==> src/rtl/sc_gate_pkg.sv <==
// Shared constants for the gate bank: operation-select width and mode encodings.
package sc_gate_pkg;

  localparam int unsigned MODE_W = 3;

  localparam logic [MODE_W-1:0] MODE_NOT  = 3'd0;
  localparam logic [MODE_W-1:0] MODE_BUF  = 3'd1;
  localparam logic [MODE_W-1:0] MODE_AND  = 3'd2;
  localparam logic [MODE_W-1:0] MODE_OR   = 3'd3;
  localparam logic [MODE_W-1:0] MODE_XOR  = 3'd4;
  localparam logic [MODE_W-1:0] MODE_NAND = 3'd5;
  localparam logic [MODE_W-1:0] MODE_NOR  = 3'd6;
  localparam logic [MODE_W-1:0] MODE_XNOR = 3'd7;

endpackage

==> src/rtl/sc_gate_bank_stage.sv <==
// One elastic pipeline slot: WIDTH-bit data register plus valid bit, loaded when i_en is high.
module sc_gate_bank_stage #(
  parameter int unsigned WIDTH = 8
) (
  input  logic             i_clk,
  input  logic             i_rst,
  input  logic             i_en,
  input  logic             i_valid,
  input  logic [WIDTH-1:0] i_data,
  output logic             o_valid,
  output logic [WIDTH-1:0] o_data
);

  logic             r_valid;
  logic [WIDTH-1:0] r_data;

  always_ff @(posedge i_clk or posedge i_rst) begin
    if (i_rst) begin
      r_valid <= 1'b0;
      r_data  <= '0;
    end else if (i_en) begin
      r_valid <= i_valid;
      r_data  <= i_data;
    end
  end

  assign o_valid = r_valid;
  assign o_data  = r_data;

endmodule

==> src/rtl/sc_gate_bank.sv <==
// Bitwise eight-operation gate bank feeding a STAGES-deep valid/ready pipeline with a transfer counter.
module sc_gate_bank
  import sc_gate_pkg::*;
#(
  parameter int unsigned WIDTH  = 8,
  parameter int unsigned STAGES = 2,
  parameter int unsigned CNT_W  = 8
) (
  input  logic              SC_GateBank_CLOCK_50,
  input  logic              SC_GateBank_RESET_InHigh,
  input  logic [WIDTH-1:0]  SC_GateBank_a_In,
  input  logic [WIDTH-1:0]  SC_GateBank_b_In,
  input  logic [MODE_W-1:0] SC_GateBank_mode_In,
  input  logic              SC_GateBank_valid_In,
  output logic              SC_GateBank_ready_Out,
  output logic [WIDTH-1:0]  SC_GateBank_z_Out,
  output logic              SC_GateBank_valid_Out,
  input  logic              SC_GateBank_ready_In,
  output logic [CNT_W-1:0]  SC_GateBank_count_Out
);

  logic [WIDTH-1:0] w_op;
  logic [STAGES-1:0] w_valid;
  logic [STAGES-1:0] w_load;
  logic [WIDTH-1:0] w_data [STAGES];
  logic w_hole;
  logic w_out_hs;
  logic [CNT_W-1:0] r_count;

  always_comb begin
    w_op = '0;
    case (SC_GateBank_mode_In)
      MODE_NOT:  w_op = ~SC_GateBank_a_In;
      MODE_BUF:  w_op = SC_GateBank_a_In;
      MODE_AND:  w_op = SC_GateBank_a_In & SC_GateBank_b_In;
      MODE_OR:   w_op = SC_GateBank_a_In | SC_GateBank_b_In;
      MODE_XOR:  w_op = SC_GateBank_a_In ^ SC_GateBank_b_In;
      MODE_NAND: w_op = ~(SC_GateBank_a_In & SC_GateBank_b_In);
      MODE_NOR:  w_op = ~(SC_GateBank_a_In | SC_GateBank_b_In);
      MODE_XNOR: w_op = ~(SC_GateBank_a_In ^ SC_GateBank_b_In);
      default:   w_op = '0;
    endcase
  end

  // A stage may load if it, or any stage downstream of it, is empty, or the output drains.
  // This is the closed form of "empty or moving on" and avoids a combinational loop.
  always_comb begin
    w_hole = 1'b0;
    w_load = '0;
    for (int i = int'(STAGES) - 1; i >= 0; i--) begin
      w_hole    = w_hole | ~w_valid[i];
      w_load[i] = SC_GateBank_ready_In | w_hole;
    end
  end

  for (genvar gi = 0; gi < STAGES; gi++) begin : g_stage
    if (gi == 0) begin : g_first
      sc_gate_bank_stage #(.WIDTH(WIDTH)) u_stage (
        .i_clk   (SC_GateBank_CLOCK_50),
        .i_rst   (SC_GateBank_RESET_InHigh),
        .i_en    (w_load[gi]),
        .i_valid (SC_GateBank_valid_In),
        .i_data  (w_op),
        .o_valid (w_valid[gi]),
        .o_data  (w_data[gi])
      );
    end else begin : g_rest
      sc_gate_bank_stage #(.WIDTH(WIDTH)) u_stage (
        .i_clk   (SC_GateBank_CLOCK_50),
        .i_rst   (SC_GateBank_RESET_InHigh),
        .i_en    (w_load[gi]),
        .i_valid (w_valid[gi-1]),
        .i_data  (w_data[gi-1]),
        .o_valid (w_valid[gi]),
        .o_data  (w_data[gi])
      );
    end
  end

  assign w_out_hs = w_valid[STAGES-1] & SC_GateBank_ready_In;

  always_ff @(posedge SC_GateBank_CLOCK_50 or posedge SC_GateBank_RESET_InHigh) begin
    if (SC_GateBank_RESET_InHigh) begin
      r_count <= '0;
    end else if (w_out_hs) begin
      r_count <= r_count + 1'b1;
    end
  end

  assign SC_GateBank_ready_Out = w_load[0];
  assign SC_GateBank_z_Out     = w_data[STAGES-1];
  assign SC_GateBank_valid_Out = w_valid[STAGES-1];
  assign SC_GateBank_count_Out = r_count;

endmodule

==> config.mk <==
export PLATFORM = sky130hd
export DESIGN_NAME = sc_gate_bank
export DESIGN_NICKNAME = d
export VERILOG_FILES = /design/src/rtl/sc_gate_pkg.sv /design/src/rtl/sc_gate_bank_stage.sv /design/src/rtl/sc_gate_bank.sv
export SDC_FILE = /design/constraint.sdc
export NUM_CORES = 1
export LEC_CHECK = 0
export CAP_MARGIN = 20
export CORE_MARGIN = 4
export CORE_UTILIZATION = 50
export CTS_CLUSTER_DIAMETER = 60
export CTS_CLUSTER_SIZE = 28
export DETAILED_ROUTE_END_ITERATION = 10
export GPL_TIMING_DRIVEN = 0
export PLACE_DENSITY = 0.79
export SKIP_LAST_GASP = 1
export SLEW_MARGIN = 20
export SYNTH_ARGS = -nofsm -noshare
export SYNTH_HDL_FRONTEND = slang
export SYNTH_SLANG_ARGS = --single-unit
export TNS_END_PERCENT = 20
==> constraint.sdc <==
create_clock -name SC_GateBank_CLOCK_50 -period 1.7 [get_ports SC_GateBank_CLOCK_50]
set_input_delay 0.17 -clock SC_GateBank_CLOCK_50 [delete_from_list [all_inputs] [get_ports SC_GateBank_CLOCK_50]]
set_output_delay 0.17 -clock SC_GateBank_CLOCK_50 [all_outputs]
set_load 0.02 [all_outputs]
==> impl_metrics.toml <==
[status]
run_status = "complete, no violations"

[timing]
final_number_of_hold_violating_endpoints = 0
slew_violations = 0
finalSetupViolations = 0
postLayoutSetupSlackWorst_ns = 0.0126
max_slew.worst_pin.slew_ns = 0.432
final_worst_path_period_need_ns = 1.69
worst_slew_margin_rel = 0.712
fmax_mhz = 593
timing.hold.ws_ns = 0.112
grt_setup_unrepaired = "true"
final.setup.tns_ns = 0
final_min_period_over_clock_period = 0.993
worst_skew_ns = 0.00237

[layout]
finalInstanceArea_mm2 = 0.00240
layout.cells.most_common = "sky130_fd_sc_hd__clkdlybuf4s50_1"
layout.filler_cells = 312
mostFrequentLayoutCells = "sky130_fd_sc_hd__clkdlybuf4s50_1, sky130_fd_sc_hd__dfrtp_1, sky130_fd_sc_hd__inv_1, sky130_fd_sc_hd__ha_1, sky130_fd_sc_hd__mux2_2"
finalNonFillerCells = 285
antenna-diode-count = 0
postLayoutCoreUtil = 0.662
number_of_nets_in_the_finished_design = 278
proportion_of_layout_cells_with_a_drive_suffix_above_1 = 0.139
area_growth_syn_to_layout_pct = 27.9

[floorplanning]
placement_rows = 22
floorplan.core_area_mm2 = 0.00363
fp.dieH_um = 69.3
initial_core_util = 0.517
die-area_mm2 = 0.00480
die_w_um = 69.3
io_pins = 41

[global_route]
track_usage = 0.154
global_route_wire_length_before_repair_um = 6230
via_count_of_the_first_global_routing_pass = 1409
antenna_found_initial = 0
grt_max_degree = 27
gr-total-overflow = 0

[cts]
h-tree-depth = 1
clkTransAtPathRegs_ns = 0.08
cts_sinks = 26
cts_root_buf = "sky130_fd_sc_hd__clkbuf_8"
cts_tree = "yes"
cts_made_buffers = 3
worstSkewPairLatency_ns = 0.26
ctsLongestPathBuffers = 2

[synthesis]
synth_flop_type = "sky130_fd_sc_hd__dfrtp_1"
ys_async_sr_fraction = 1.00
netlist_area_mm2 = 0.00188
avgSynthCellArea_um2 = 9.74
ys_seq_elements = 26
netlist_instances = 193
synth_edf_count = 0
mappedNetlistNets = 233
synth_sequential_area_ratio = 0.346
synth.lib_cells_used.distinct = 47
ys_warn_count = 0

[drt]
wl_um = 3730
post-route-drc-count = 0
drtPass1Iterations = 4
drt_iter0_drc = 72
route.detailed.vias_per_inst = 5.46
detail_route.wl_per_cell_um = 13.1
vias = 1556
drt.antenna.violating_nets = 0

[place]
placedCellCount = 280
detailedPlace.worstSlack_ns = -0.417
gpl.final_weighted_congestion = 0.888
detailed_place_hpwl_um = 2930
port_buffers = 39
dpl_cell_area_mm2 = 0.00233

[setup_path]
r2r.worst_path.cells = 6
worst_ep_required_time_ns = 1.86
timing.critical_path.from_type = "primary input"
worst_setup_path_end_kind = "flip-flop"
cp_max_fo = 2
worstPathArrival_ns = 1.84
timing.setup.critical_path_class = "primary input to flip-flop"

[power]
vdd_ir_max_v = 0.000362
leak_pwr_nw = 1.09
total_power_mw = 2.17
p_per_area_mw_per_mm2 = 903

[worst_hold_path]
hp-class = "primary input to asynchronous set/reset pin"

[run]
max_cap_viol_count = 0
[flip-flops by register name (all words and copies together), names as in the netlist]
name                             cells
g_stage.g_rest.u_stage.o_valid       1
SC_GateBank_count_Out                8
g_stage.g_first.u_stage.o_valid      1
g_stage.g_rest.u_stage.o_data        8
g_stage.g_first.u_stage.o_data       8
[cells in the mapped netlist, types with 3 or more instances]
library cell	n	area (µm²)
sky130_fd_sc_hd__dfrtp_1	26	651
sky130_fd_sc_hd__inv_1	21	78.8
sky130_fd_sc_hd__ha_1	17	213
sky130_fd_sc_hd__mux2_2	10	113
sky130_fd_sc_hd__nand2b_1	9	56.3
sky130_fd_sc_hd__a21oi_1	8	40.0
sky130_fd_sc_hd__nand3_1	8	40.0
sky130_fd_sc_hd__nor2_1	7	26.3
sky130_fd_sc_hd__nor2b_1	7	43.8
sky130_fd_sc_hd__a22o_1	6	52.6
sky130_fd_sc_hd__xnor2_1	6	52.6
sky130_fd_sc_hd__buf_4	5	37.5
sky130_fd_sc_hd__buf_2	4	20.0
sky130_fd_sc_hd__nand2_1	4	15.0
sky130_fd_sc_hd__a221o_1	3	30.0
sky130_fd_sc_hd__a2bb2oi_1	3	26.3
sky130_fd_sc_hd__o2bb2ai_1	3	26.3
[worst max-delay path, stage by stage]
cell and delay, ns:
sky130_fd_sc_hd__clkdlybuf4s50_1 0.47, sky130_fd_sc_hd__inv_1 0.05, sky130_fd_sc_hd__ha_1 0.28, sky130_fd_sc_hd__and4b_1 0.19, sky130_fd_sc_hd__a221o_1 0.25, sky130_fd_sc_hd__a211o_1 0.25
sky130_fd_sc_hd__a22o_1 0.18
[final timing paths]
check	start	endpoint	slack (ns)
min	SC_GateBank_RESET_InHigh	g_stage[1].g_rest.u_stage.o_data[4]	0.11
min in group SC_GateBank_CLOCK_50	SC_GateBank_a_In[4]	g_stage[0].g_first.u_stage.o_data[4]	0.35
max	SC_GateBank_b_In[0]	g_stage[0].g_first.u_stage.o_data[0]	0.01
max reg2reg	g_stage[1].g_rest.u_stage.o_valid	g_stage[0].g_first.u_stage.o_data[1]	0.17
min reg2reg	g_stage[0].g_first.u_stage.o_valid	g_stage[1].g_rest.u_stage.o_valid	0.46
max in group asynchronous	SC_GateBank_RESET_InHigh	g_stage[1].g_rest.u_stage.o_data[6]	1.19
[report_power, final]
group | leakage [nW] | internal [mW] | total, mW | switching (mW)
combinational | 0.744 | 0.477 | 0.888 | 0.411
sequential | 0.313 | 0.771 | 0.904 | 0.133
clock | 0.0288 | 0.207 | 0.379 | 0.172
[timing repair]
item | in CTS | in global routing
setup buffers | 0 | 0
gates resized for setup | 5 | 5
hold buffers | 0 | 0
endpoints found under the hold margin | 0 | 0
endpoints found under the setup margin | 2 | 4
pin swaps | 1 | 0
[routing by layer]
| layer | global-route usage | share of wire | up-vias |
|---|---|---|---|
| li1 | - | - | 787 |
| met1 | 0.200 | 0.46 | 724 |
| met2 | 0.257 | 0.48 | 40 |
| met3 | 0.0203 | 0.051 | 5 |
| met4 | 0.0607 | 0.016 | 0 |
| met5 | 0 | 0 | - |
[area by class of cell]
class	instances	area, µm²	area share
Multi-Input combinational cell	133	1060	0.442
Sequential cell	26	651	0.271
Timing Repair Buffer	40	404	0.168
Buffer	13	92.6	0.0385
Inverter	21	78.8	0.0328
Tap cell	48	60.1	0.0250
Clock buffer	4	55.1	0.0229
[kinds of logic (layout without fill, tap and decap cells)]
| kind of cell | Yosys count | after routing | synth area share |
|---|---|---|---|
| buffers and inverters | 34 | 78 | 0.0886 |
| AND/OR/NAND/NOR | 52 | 52 | 0.161 |
| XOR/XNOR | 7 | 7 | 0.0326 |
| flip-flops | 26 | 26 | 0.346 |
| AO/OA/AOI/OAI | 45 | 45 | 0.188 |
| adder cells (fa/ha/maj) | 17 | 17 | 0.113 |
| multiplexers | 12 | 12 | 0.0706 |
Note: power is estimated with default switching activity, not from simulation.
